===== config.mk =====
export PLATFORM = sky130hd
export DESIGN_NAME = win_scanner_flat
export DESIGN_NICKNAME = d
export VERILOG_FILES = /design/src/rtl/win_scanner_if.sv /design/src/rtl/win_scanner.sv /design/src/flat_wrapper.sv
export SDC_FILE = /design/constraint.sdc
export NUM_CORES = 1
export LEC_CHECK = 0
export CAP_MARGIN = 20
export CORE_MARGIN = 1
export CORE_UTILIZATION = 62
export DETAILED_ROUTE_END_ITERATION = 16
export GPL_ROUTABILITY_DRIVEN = 0
export HOLD_SLACK_MARGIN = 0.02
export MAX_ROUTING_LAYER = met4
export PLACE_DENSITY = 0.91
export SETUP_SLACK_MARGIN = 0.15
export SKIP_CTS_REPAIR_TIMING = 1
export SLEW_MARGIN = 0
export SYNTH_ARGS = -nofsm -noshare
export SYNTH_HDL_FRONTEND = slang
export SYNTH_SLANG_ARGS = --single-unit

===== constraint.sdc =====
create_clock -name clk -period 10.08 [get_ports clk]
set_input_delay 2.016 -clock clk [delete_from_list [all_inputs] [get_ports clk]]
set_output_delay 2.016 -clock clk [all_outputs]
set_load 0.02 [all_outputs]

===== src/rtl/win_scanner_if.sv =====
// Handshake and result bundle between the board register file, the line-win
// scanner and the game-control FSM.
interface win_scanner_if #(
   parameter int N = 3
) ();
   localparam int C  = N * N;
   localparam int LW = $clog2(2 * N + 2);

   logic          start;
   logic [C-1:0]  val;
   logic [C-1:0]  sym;
   logic          busy;
   logic          done;
   logic [1:0]    gs;
   logic          draw;
   logic [LW-1:0] win_line;

   modport master (
      output start, val, sym,
      input  busy, done, gs, draw, win_line
   );

   modport slave (
      input  start, val, sym,
      output busy, done, gs, draw, win_line
   );
endinterface


===== src/rtl/win_scanner.sv =====
// Sequential N x N line-win checker: latches a board on start, evaluates one
// line per clock (rows, columns, two diagonals) and reports the winner.
module win_scanner #(
   parameter int N = 3
) (
   input  logic          clk,
   input  logic          rst_n,
   win_scanner_if.slave  bus
);
   localparam int C  = N * N;
   localparam int L  = 2 * N + 2;
   localparam int LW = $clog2(L);
   localparam int CW = $clog2(C);
   localparam logic [LW-1:0] LAST = LW'(L - 1);

   typedef enum logic {IDLE, SCAN} state_t;

   state_t        state_q, state_d;
   logic [LW-1:0] idx_q, idx_d;
   logic [C-1:0]  val_q, val_d;
   logic [C-1:0]  sym_q, sym_d;
   logic          accx_q, accx_d;
   logic          acco_q, acco_d;
   logic          found_q, found_d;
   logic [LW-1:0] first_q, first_d;
   logic          busy_q, busy_d;
   logic          done_q, done_d;
   logic [1:0]    gs_q, gs_d;
   logic          draw_q, draw_d;
   logic [LW-1:0] win_line_q, win_line_d;
   logic [1:0]    hit;

   // Cell index of the k-th cell on a given line.
   function automatic logic [CW-1:0] cell_of(input logic [LW-1:0] line, input int k);
      int li;
      int ci;
      li = int'(line);
      if (li < N)           ci = li * N + k;
      else if (li < 2 * N)  ci = (li - N) + k * N;
      else if (li == 2 * N) ci = k * N + k;
      else                  ci = k * N + N - 1 - k;
      return CW'(ci);
   endfunction

   // {O wins, X wins} for one line of the latched board.
   function automatic logic [1:0] line_hit(input logic [C-1:0] v, input logic [C-1:0] s,
                                           input logic [LW-1:0] line);
      logic          all_x;
      logic          all_o;
      logic [CW-1:0] c;
      all_x = 1'b1;
      all_o = 1'b1;
      for (int k = 0; k < N; k++) begin
         c     = cell_of(line, k);
         all_x = all_x & v[c] & s[c];
         all_o = all_o & v[c] & ~s[c];
      end
      return {all_o, all_x};
   endfunction

   assign hit = line_hit(val_q, sym_q, idx_q);

   always_comb begin
      state_d    = state_q;
      idx_d      = idx_q;
      val_d      = val_q;
      sym_d      = sym_q;
      accx_d     = accx_q;
      acco_d     = acco_q;
      found_d    = found_q;
      first_d    = first_q;
      busy_d     = busy_q;
      done_d     = 1'b0;
      gs_d       = gs_q;
      draw_d     = draw_q;
      win_line_d = win_line_q;
      case (state_q)
         IDLE: begin
            if (bus.start) begin
               val_d   = bus.val;
               sym_d   = bus.sym;
               accx_d  = 1'b0;
               acco_d  = 1'b0;
               found_d = 1'b0;
               first_d = '0;
               idx_d   = '0;
               busy_d  = 1'b1;
               state_d = SCAN;
            end
         end
         SCAN: begin
            accx_d = accx_q | hit[0];
            acco_d = acco_q | hit[1];
            if ((hit != 2'b00) && !found_q) begin
               found_d = 1'b1;
               first_d = idx_q;
            end
            // No early exit: a board with lines for both players must report 11.
            if (idx_q == LAST) begin
               gs_d       = {acco_d, accx_d};
               draw_d     = (&val_q) & ~(accx_d | acco_d);
               win_line_d = first_d;
               done_d     = 1'b1;
               busy_d     = 1'b0;
               state_d    = IDLE;
            end else begin
               idx_d = idx_q + 1'b1;
            end
         end
         default: state_d = IDLE;
      endcase
   end

   always_ff @(posedge clk or negedge rst_n) begin
      if (!rst_n) begin
         state_q    <= IDLE;
         idx_q      <= '0;
         val_q      <= '0;
         sym_q      <= '0;
         accx_q     <= 1'b0;
         acco_q     <= 1'b0;
         found_q    <= 1'b0;
         first_q    <= '0;
         busy_q     <= 1'b0;
         done_q     <= 1'b0;
         gs_q       <= 2'b00;
         draw_q     <= 1'b0;
         win_line_q <= '0;
      end else begin
         state_q    <= state_d;
         idx_q      <= idx_d;
         val_q      <= val_d;
         sym_q      <= sym_d;
         accx_q     <= accx_d;
         acco_q     <= acco_d;
         found_q    <= found_d;
         first_q    <= first_d;
         busy_q     <= busy_d;
         done_q     <= done_d;
         gs_q       <= gs_d;
         draw_q     <= draw_d;
         win_line_q <= win_line_d;
      end
   end

   assign bus.busy     = busy_q;
   assign bus.done     = done_q;
   assign bus.gs       = gs_q;
   assign bus.draw     = draw_q;
   assign bus.win_line = win_line_q;
endmodule


===== src/flat_wrapper.sv =====
// flat-port wrapper written by rule: the top's interface ports become plain ports
module win_scanner_flat 
#(
   parameter int N = 3
)
  (clk, rst_n, bus_start, bus_val, bus_sym, bus_busy, bus_done, bus_gs, bus_draw, bus_win_line);
  win_scanner_if #(.N(N)) bus_i ();
  input  logic clk;
  input  logic rst_n;
  input wire logic [$bits(bus_i.start)-1:0] bus_start;
  input wire logic [$bits(bus_i.val)-1:0] bus_val;
  input wire logic [$bits(bus_i.sym)-1:0] bus_sym;
  output wire logic [$bits(bus_i.busy)-1:0] bus_busy;
  output wire logic [$bits(bus_i.done)-1:0] bus_done;
  output wire logic [$bits(bus_i.gs)-1:0] bus_gs;
  output wire logic [$bits(bus_i.draw)-1:0] bus_draw;
  output wire logic [$bits(bus_i.win_line)-1:0] bus_win_line;
  assign bus_i.start = bus_start;
  assign bus_i.val = bus_val;
  assign bus_i.sym = bus_sym;
  assign bus_busy = bus_i.busy;
  assign bus_done = bus_i.done;
  assign bus_gs = bus_i.gs;
  assign bus_draw = bus_i.draw;
  assign bus_win_line = bus_i.win_line;
  win_scanner #(.N(N)) u_core (.clk(clk), .rst_n(rst_n), .bus(bus_i));
endmodule

==> flow_summary.yaml <==
critical_path:
  endpoint_kind: "flop"
  worstPathMaxFanout: 52
  start_kind: "flop"
  critical_path_class: "flop to flop"
  cp_data_arrival_time_ps: 4530
  critical_path_required_ps: 10300
  rrSetupSlack_ps: 5770
global_routing:
  first_global_vias: 2423
  antenna_found_initial: 0
  grt_max_degree: 53
  grt_pass1_wl_um: 11600
  grt_use_total_pct: 30.9
  overflow: 0
synth:
  yosysTopAreaCellShare_pct: 31.8
  yosysMostFrequentCell: "dfrtp_1"
  synth-seq-area-share_pct: 31.8
  async_reset_ff_share_pct: 100
  synthTopCellsByArea: "dfrtp_1 (32%), mux2_2 (7.9%), mux2i_1 (5.3%), ha_1 (4.9%), nand2_1 (3.6%)"
  syn_area_um2: 2840
  ys_seq_elements: 36
  synthTopCellsByCount: "dfrtp_1 (36), nand2_1 (27), mux2_2 (20)"
  synth_area_leader_cell: "dfrtp_1"
  synth-main-ff-cell: "dfrtp_1"
  syn_avg_cell_area_um2: 9.30
  synth_edf_count: 0
  synth_cell_type_count: 58
  synth_nets: 338
  syn_inst: 305
  yosys_warnings: 0
timing:
  fmax_mhz: 232
  setup_viol: 0
  final_hold_viol_count: 0
  clock_skew_ps: 5.89
  worst_pin_slew_ps: 833
  period_minus_slack_ps: 4310
  fin_crit_sh_pct: 42.8
  maxSlewViolCount: 0
  final.setup.tns_ps: 0
  slew-limit-headroom_pct: 44.5
  layout_setup_ws_ps: 5770
  rsz0062_at_grt: "no"
worst_hold_path:
  hold_path.class: "flop to flop"
finish:
  final_util_pct: 72.8
  instances_no_fill: 377
  synthToLayoutAreaGrowth_pct: 12.6
  drive_gt1_share_pct: 13.2
  n_antenna_cell: 0
  final_nets: 357
routing:
  ant_nets: 0
  drt_iter0_drc: 216
  drc: 0
  via_per_inst: 6.80
  avgRoutedWirePerCell_um: 18.5
  firstDrtPassIters: 5
  vias: 2563
  finalWirelength_um: 6980
flow_run:
  drv_cap: 0
floorplan:
  coreArea_um2: 4380
  io-pin-count: 29
  num_rows: 24
  die_area_um2: 4850
  start_util_pct: 64.7
  die_w_um: 69.6
  die_y_um: 69.6
placement:
  place_inst: 369
  dp_slack_ps: 5880
  hpwl_um: 4750
  io_buffers: 28
clock_tree:
  cts_buffers: 5
  clockRootBuffer: "clkbuf_8"
  insertion_delay_ps: 300
  h-tree-depth: 2
  path_clk_slew_ps: 80
  clock_sinks: 36
  clockBufferDepth: 2
  cts_tree: "built"
outcome:
  status: "completed"
## worst paths after layout
| kind | from | end | cells after the start |
|---|---|---|---|
| max | u_core.idx_q[0] | u_core.first_q[1] | 12 |
| min | u_core.bus.busy | u_core.bus.busy | 2 |
| max reg2reg | u_core.idx_q[0] | u_core.first_q[1] | 12 |
| min reg2reg | u_core.bus.busy | u_core.bus.busy | 2 |
| max in group asynchronous | rst_n | u_core.sym_q[5] | 1 |
| min in group asynchronous | rst_n | u_core.first_q[2] | 1 |
## placed cells by master, fill, tap and decap left out, drive strengths merged, types with 3 or more instances in the layout
cell type and n:
or3 5, clkinv 3, inv 15, o21ai 17, mux2i 17, nor2 14
buf 4, mux2 24, a22oi 6, nand3 5, clkbuf 6, a21oi 11
nor3 4, clkdlybuf4s50 27, a221oi 9, o211ai 9, dfrtp 36, o22ai 5
nand2b 4, nor2b 11, nand2 27, ha 11, xnor2 4, a31o 4
nor4b 7, a21o 3
## cell type report
class / instances / area (um2)
clock buffers: 6 / 82.6
multi-input cells: 234 / 1770
flip-flops and latches: 36 / 901
fillers: 315 / 1190
inverters: 16 / 60.1
repair buffers: 31 / 298
clock inverters: 2 / 13.8
well taps: 52 / 65.1
## per-stage QoR
stage / area (um2) / hold WS (ps)
floorplan: 2840 / 487
detailed placement: 3100 / 490
finish: 3190 / 501
CTS: 3190 / 507
global route: 3190 / 531
global placement: 3100 / 476
## flip-flops by register name, indices dropped and copies added, names as in the netlist
name	count
u_core.bus.gs	2
u_core.bus.draw	1
u_core.found_q	1
u_core.val_q	9
u_core.bus.win_line	3
u_core.idx_q	3
u_core.bus.done	1
u_core.bus.busy	1
u_core.sym_q	9
u_core.first_q	3
u_core.acco_q	1
u_core.state_q	1
u_core.accx_q	1
## worst max-delay path, cell delays in order, from the launching register on
cell	delay, ps
dfrtp_1	320
buf_4	410
inv_1	210
ha_1	800
inv_1	240
ha_1	270
a2111o_1	340
a32o_1	310
a21o_1	190
a211o_1	330
mux2i_4	290
and4_4	290
mux2i_1	200
## cell families after synthesis
group	synth area share (%)
compound gates	21.7
xor+xnor	1.23
fa+ha+maj	5.56
flops	31.8
simple gates	17.5
mux	16.5
buf+inv	5.73
## per-layer routing
metal	global-route usage (%)	wire length, um	vias to the layer above
met5	-	0	-
met4	15.1	231	0
met3	6.40	470	27
met2	46.5	3340	129
met1	40.1	2940	1226
li1	-	-	1181
Power is not shown: default switching activity piles up to over one toggle a cycle in this logic, so the estimate is an artifact.
